`src/rtl/image_pkg.sv`:
```
// Shared frame-buffer constants and types used by both the write path and the VGA read path.
package image_pkg;

    localparam int unsigned H_RES        = 320;
    localparam int unsigned V_RES        = 240;
    localparam int unsigned FRAME_PIXELS = H_RES * V_RES;
    localparam int unsigned ADDR_W       = 17;

    localparam logic [7:0] SYNC0 = 8'hAA;
    localparam logic [7:0] SYNC1 = 8'h55;

    typedef struct packed {
        logic [3:0] r;
        logic [3:0] g;
        logic [3:0] b;
    } rgb12_t;

    typedef enum logic [2:0] {
        IDLE,
        SYNC,
        PIX_HI,
        PIX_LO,
        DONE
    } wr_state_t;

    // Linear buffer address shared by the writer and the downscaled read lookup.
    function automatic logic [ADDR_W-1:0] pix_addr(input logic [8:0] x, input logic [7:0] y);
        return ADDR_W'(y) * ADDR_W'(H_RES) + ADDR_W'(x);
    endfunction

endpackage

```
`src/rtl/image_frame_writer.sv`:
```
// Receives a sync-prefixed byte stream and writes 12-bit pixels into the frame buffer,
// one write per hi/lo byte pair, with a byte-gap timeout inside a frame.
module image_frame_writer #(
    parameter int unsigned H_RES          = 320,
    parameter int unsigned V_RES          = 240,
    parameter int unsigned ADDR_W         = 17,
    parameter int unsigned TIMEOUT_CYCLES = 1_000_000
) (
    input  logic              clk,
    input  logic              rst_n,
    input  logic [7:0]        rx_data,
    input  logic              rx_valid,
    input  logic              abort,
    output logic              wr_en,
    output logic [ADDR_W-1:0] wr_addr,
    output logic [11:0]       wr_data,
    output logic              busy,
    output logic              frame_done,
    output logic              timeout_err
);
    import image_pkg::*;

    localparam logic [ADDR_W-1:0] LAST_PIX = ADDR_W'(H_RES * V_RES - 1);
    localparam int unsigned       GAP_W    = (TIMEOUT_CYCLES > 2) ? $clog2(TIMEOUT_CYCLES) : 1;
    localparam logic [GAP_W-1:0]  GAP_LAST = GAP_W'(TIMEOUT_CYCLES - 1);

    wr_state_t         state_q;
    logic [ADDR_W-1:0] pix_q;
    logic [GAP_W-1:0]  gap_q;
    logic [3:0]        red_q;
    logic              wr_en_q;
    logic [ADDR_W-1:0] wr_addr_q;
    rgb12_t            wr_data_q;
    logic              busy_q;
    logic              frame_done_q;
    logic              timeout_err_q;

    always_ff @(posedge clk or negedge rst_n) begin
        if (!rst_n) begin
            state_q       <= IDLE;
            pix_q         <= '0;
            gap_q         <= '0;
            red_q         <= '0;
            wr_en_q       <= 1'b0;
            wr_addr_q     <= '0;
            wr_data_q     <= '0;
            busy_q        <= 1'b0;
            frame_done_q  <= 1'b0;
            timeout_err_q <= 1'b0;
        end else begin
            wr_en_q       <= 1'b0;
            frame_done_q  <= 1'b0;
            timeout_err_q <= 1'b0;
            if (abort) begin
                state_q <= IDLE;
                pix_q   <= '0;
                gap_q   <= '0;
                busy_q  <= 1'b0;
            end else begin
                unique case (state_q)
                    IDLE: begin
                        if (rx_valid && rx_data == SYNC0) state_q <= SYNC;
                    end
                    SYNC: begin
                        if (rx_valid) begin
                            if (rx_data == SYNC1) begin
                                state_q <= PIX_HI;
                                pix_q   <= '0;
                                gap_q   <= '0;
                                busy_q  <= 1'b1;
                            end else if (rx_data != SYNC0) begin
                                state_q <= IDLE;
                            end
                        end
                    end
                    PIX_HI, PIX_LO: begin
                        // An arriving byte always beats an expiring gap counter.
                        if (rx_valid) begin
                            gap_q <= '0;
                            if (state_q == PIX_HI) begin
                                red_q   <= rx_data[3:0];
                                state_q <= PIX_LO;
                            end else begin
                                wr_en_q   <= 1'b1;
                                wr_addr_q <= pix_q;
                                wr_data_q <= {red_q, rx_data};
                                if (pix_q == LAST_PIX) begin
                                    state_q <= DONE;
                                    busy_q  <= 1'b0;
                                    pix_q   <= '0;
                                end else begin
                                    state_q <= PIX_HI;
                                    pix_q   <= pix_q + 1'b1;
                                end
                            end
                        end else if (gap_q == GAP_LAST) begin
                            state_q       <= IDLE;
                            busy_q        <= 1'b0;
                            timeout_err_q <= 1'b1;
                            gap_q         <= '0;
                            pix_q         <= '0;
                        end else begin
                            gap_q <= gap_q + 1'b1;
                        end
                    end
                    DONE: begin
                        frame_done_q <= 1'b1;
                        state_q      <= IDLE;
                    end
                    default: state_q <= IDLE;
                endcase
            end
        end
    end

    assign wr_en       = wr_en_q;
    assign wr_addr     = wr_addr_q;
    assign wr_data     = wr_data_q;
    assign busy        = busy_q;
    assign frame_done  = frame_done_q;
    assign timeout_err = timeout_err_q;

endmodule

```
`config.mk`:
```
export PLATFORM = sky130hd
export DESIGN_NAME = image_frame_writer
export DESIGN_NICKNAME = d
export VERILOG_FILES = /design/src/rtl/image_pkg.sv /design/src/rtl/image_frame_writer.sv
export SDC_FILE = /design/constraint.sdc
export NUM_CORES = 1
export LEC_CHECK = 0
export ABC_AREA = 0
export CAP_MARGIN = 40
export CELL_PAD_IN_SITES_DETAIL_PLACEMENT = 1
export CELL_PAD_IN_SITES_GLOBAL_PLACEMENT = 1
export CORE_MARGIN = 10
export CORE_UTILIZATION = 47
export CTS_CLUSTER_DIAMETER = 30
export DETAILED_ROUTE_END_ITERATION = 7
export PLACE_DENSITY = 0.95
export SYNTH_ARGS = -nofsm -noshare
export SYNTH_HDL_FRONTEND = slang
export SYNTH_SLANG_ARGS = --single-unit
```
`constraint.sdc`:
```
create_clock -name clk -period 5.4 [get_ports clk]
set_input_delay 0.81 -clock clk [delete_from_list [all_inputs] [get_ports clk]]
set_output_delay 0.81 -clock clk [all_outputs]
set_load 0.05 [all_outputs]
```
; ---- Word-level counts from Yosys, hierarchy flattened
; Index checks and enable logic that the tools add are counted.
[word_totals]
out_inout_bits = 33
register_bits = 77
wordCells = 84
input_bits = 12
[op_classes]
reduce_logical = 10
mux = 42
addsub = 2
n_bitwise = 2
eq_ne = 16
[ops]
columns = cell, count
row1 = $mux 17, 7
row2 = $mux 20, 5
row3 = $pmux 20 s2, 1
row4 = $pmux 17 s2, 1
row5 = $mux 3, 9
row6 = $add 20x1->20 const B, 1
row7 = $eq 20x20->1 const B, 1
row8 = $add 17x1->17 const B, 1
row9 = $eq 17x17->1 const B, 1
row10 = $mux 1, 17
row11 = $ne 4x4->1 const B, 4
row12 = $reduce_and 4->1, 3
row13 = $ne 3x3->1 const B, 3
row14 = $pmux 3 s3, 1
row15 = $eq 8x7->1 const B, 1
row16 = $eq 8x8->1 const B, 1
row17 = $ne 8x8->1 const B, 1
row18 = $eq 3x2->1 const B, 2
row19 = $reduce_and 6->1, 1
row20 = $reduce_and 5->1, 1
row21 = $eq 3x1->1 const B, 1
row22 = $eq 3x3->1 const B, 1
row23 = $logic_not 3->1, 1
row24 = $reduce_and 3->1, 1
row25 = other kinds (5), 6

; ---- Longest topological paths before layout
[depth]
ltp_word = 6
depth_mapped = 8
ltp_nobuf = 6

; ---- Worst setup path before layout
; Ideal clock, no wire load.
[synth_path]
path_kind = input -> register
startpoint = input port rx_data[7]
endpoint = register pix_q[9]
arrival_time_ns = 2.346
path_slack_ns = 2.928
path_stages = 6
setup_ns = 0.126
n_path_buf = 1
required_time_ns = 5.274
path_cell_list = and4bb_2 -> nand4_1 -> and2_1 -> clkbuf_1 -> or3_4 -> a221o_1
[synth_via]
elab_chain_len = 3
[synth_rtl]
columns = item, line
row1 = from (decl), image_frame_writer.sv:11  ; input logic [7:0] rx_data,
row2 = $eq 8x7->1, image_frame_writer.sv:66  ; if (rx_data == SYNC1) begin
row3 = $ne 3x3->1 (no line), n/a
row4 = $reduce_and 5->1 (no line), n/a
row5 = to (signal assigned), image_frame_writer.sv:93  ; pix_q <= pix_q + 1'b1;
row6 = to (decl), image_frame_writer.sv:28  ; logic [ADDR_W-1:0] pix_q;
; No other way between the ends.
; A chain may end at the register's enable or synchronous reset.

; ---- Worst setup path in the final report
[layout_path]
startpoint = input port rx_data[2]
endpoint = register pix_q[9]
; The elaborated chain is that of the path after synthesis.

==> results.yml <==
detailed_routing:
  dr.first_iter.drc_count: 202
  drc: 0
  finalWirelength_um: 11100
  wl_per_cell_um: 21.8
  final_antenna_net_count: 0
  avgViaCountPerCell: 6.24
  vias: 3191
  drt-pass1-iter-count: 5
sta:
  layout_worst_path_cycle_share_pct: 60.1
  rsz0062_at_grt: "false"
  setup_viol: 0
  drv_slew: 0
  tightestPinTransition_ns: 0.978
  hold_viol_final: 0
  min_period_ns: 3.24
  clock.fmax_mhz: 308
  fin_setup_tns_ns: 0
  slew_headroom_pct: 33.1
  finalClockSkew_ns: 0.0102
yosys:
  yosys.area.top_type: "dfrtp_1"
  ys_ff_latch: 77
  synth_nets: 374
  ys_warn_count: 0
  mappedNetlistArea_um2: 3730
  ys_seq_area_share_pct: 51.6
  synth_edf_count: 0
  synthCells: 360
  synth_top_area_share_pct: 51.6
  synth_cell_types: 52
  async_flop_share_pct: 100
  avgSynthCellArea_um2: 10.4
  ys_top_cells_by_area: "dfrtp_1 52%, mux2_2 8.1%, nand2_1 4.2%"
  synthFlopType: "dfrtp_1"
setup_path:
  arrival_ns: 3.48
  crit_fanout: 23
  startpoint_type: "input pin"
  worstSetupPathType: "input pin to register"
  critPathCaptureType: "register"
  cp.required_ns: 5.63
clock_network:
  hold_buffers: 0
  ctsHtreeMaxLevel: 3
  clkLatencyLatePin_ns: 0.36
  post-cts-setup-buffer-count: 0
  cts_max_path_buffers: 2
  root_buffer: "clkbuf_8"
  cts_buffers: 9
  ctsResizeCount: 0
  cts.sink_count: 77
  clk_pin_slew_ns: 0.08
  cts_tree: "built"
placement:
  hpwl_um: 7470
  routabilityCongestion: 0.863
  place.port_buffers: 44
power_and_ir_drop:
  ir_drop_uv: 136
  comb_power_share_pct: 5.2
  p_seq_share_pct: 51.0
  leakage_nw: 1.93
  power.density_nw_per_um2: 256
  p_clk_share_pct: 43.8
  p_sw_w: 0.000260
  p_int_w: 0.000901
  switching_share_pct: 22.4
  power_w: 0.00116
die:
  num_rows: 32
  die_x_um: 109
  initial_utilization_pct: 48.3
  fp.dieArea_um2: 11900
  dieHeight_um: 109
  ios: 45
  core_area_um2: 7730
min_path:
  hold_class: "input pin to async pin"
layout:
  final_nets: 419
  layout_commonest_cell: "dfrtp_1"
  area_growth_pct: 21.4
  drive_above_1_share_pct: 14.9
  diodes: 0
  final_cell_mix: "77 x dfrtp_1, 43 x clkdlybuf4s50_1, 42 x nand2_1"
grt:
  grt_pass1_wl_um: 18200
  antenna_found_initial: 0
  grt_pass1_vias: 3445
  overflow: 0
  grt_usage_pct: 19.5
  grt_max_degree: 64
outcome:
  status: "finished, final reports clean"
run:
  maxCapViolations: 0
layer usage:
metal	part of all wire, %	vias to the layer above	track usage, %
met3	5.9	24	5.43
met4	2.5	0	7.53
met2	53	125	34.6
li1	-	1404	-
met5	0	-	0
met1	39	1638	21.5
state kept, by name, indices dropped and copies added, names as in the netlist:
register	cells
wr_addr	17
state_q	3
pix_q	17
wr_data	12
red_q	4
busy	1
wr_en	1
timeout_err	1
gap_q	20
frame_done	1
area by class of cell:
cell class | count | area (um^2)
Clock buffer | 12 | 165
Clock inverter | 3 | 67.6
Fill cell | 842 | 3200
Inverter | 16 | 60.1
Multi-Input combinational cell | 249 | 1670
Sequential cell | 77 | 1930
Tap cell | 102 | 128
Timing Repair Buffer | 52 | 512
cells in the mapped netlist, types with 2 or more instances:
cell        n
nand4bb_1   2
mux2i_1     5
buf_2       6
a2111oi_2   2
nand2b_1    4
o31ai_1     3
inv_1      15
nor4_1      4
nand4_1     8
and4bb_2    3
nor2b_1     2
or4_1       2
nor3_1      6
a22o_1      4
o21ai_0    15
or3_1       5
a21oi_1    18
mux2_2     27
nand3b_1    2
a211oi_1    3
ha_1        2
nand3_1    23
nor4bb_1    2
clkbuf_1   11
o41ai_1     4
and3_1      6
a21o_1      2
o211ai_1    3
xnor2_1     6
dfrtp_1    77
nor2_1     16
a221o_1     2
a31oi_1    10
nand2_1    42
worst paths after layout:
kind / slack [ns] / start / endpoint / cells past startpoint
worst max-delay path: 2.16 / rx_data[2] / pix_q[9] / 6
worst min-delay path: 0.30 / rst_n / wr_addr[2] / 1
worst max register to register: 2.76 / state_q[2] / pix_q[5] / 6
worst min register to register: 0.49 / wr_addr[10] / wr_addr[10] / 2
max in group asynchronous: 4.52 / rst_n / pix_q[9] / 2
min in group clk: 0.49 / wr_addr[10] / wr_addr[10] / 2
power by group through the flow:
stage          clock network [W]  registers (W)  logic (W)
6_report                0.000508       0.000592  0.0000607
5_1_grt                 0.000541       0.000593  0.0000657
4_1_cts                 0.000515       0.000592  0.0000611
3_5_place_dp                   0       0.000604  0.0000592
3_3_place_gp                   0       0.000603  0.0000524
2_1_floorplan                  0       0.000596  0.0000327
logic make-up (layout without fill, tap and decap cells):
| kind of cell | Yosys count | after routing | synth area share, % |
|---|---|---|---|
| and+or+nand+nor | 133 | 133 | 19.3 |
| DFF | 77 | 77 | 51.6 |
| xor gates and xnor gates | 7 | 7 | 1.64 |
| adders and majority gates | 2 | 2 | 0.671 |
| buffers and inverters | 34 | 83 | 3.62 |
| AOI/OAI and AO/OA | 75 | 75 | 13.6 |
| muxes | 32 | 32 | 9.49 |
worst max-delay path: stages:
cell and delay [ns]:
clkdlybuf4s50_1 0.58, and4bb_2 0.31, nand4_1 0.28, and2_1 0.56, or3_4 0.56, a221o_1 0.36
stage by stage:
stage	setup WS (ns)	std cells	utilization (%)	hold WS (ns)	cell area [um^2]
2_1_floorplan	2.93	360	-	0.435	3730
3_3_place_gp	1.87	491	54.9	0.458	4240
3_5_place_dp	1.84	495	55.5	0.454	4290
4_1_cts	2.19	510	58.5	0.296	4520
5_1_grt	2.05	511	58.6	0.295	4530
6_report	2.16	511	58.6	0.304	4530
Power figures use the tool's default switching activity.
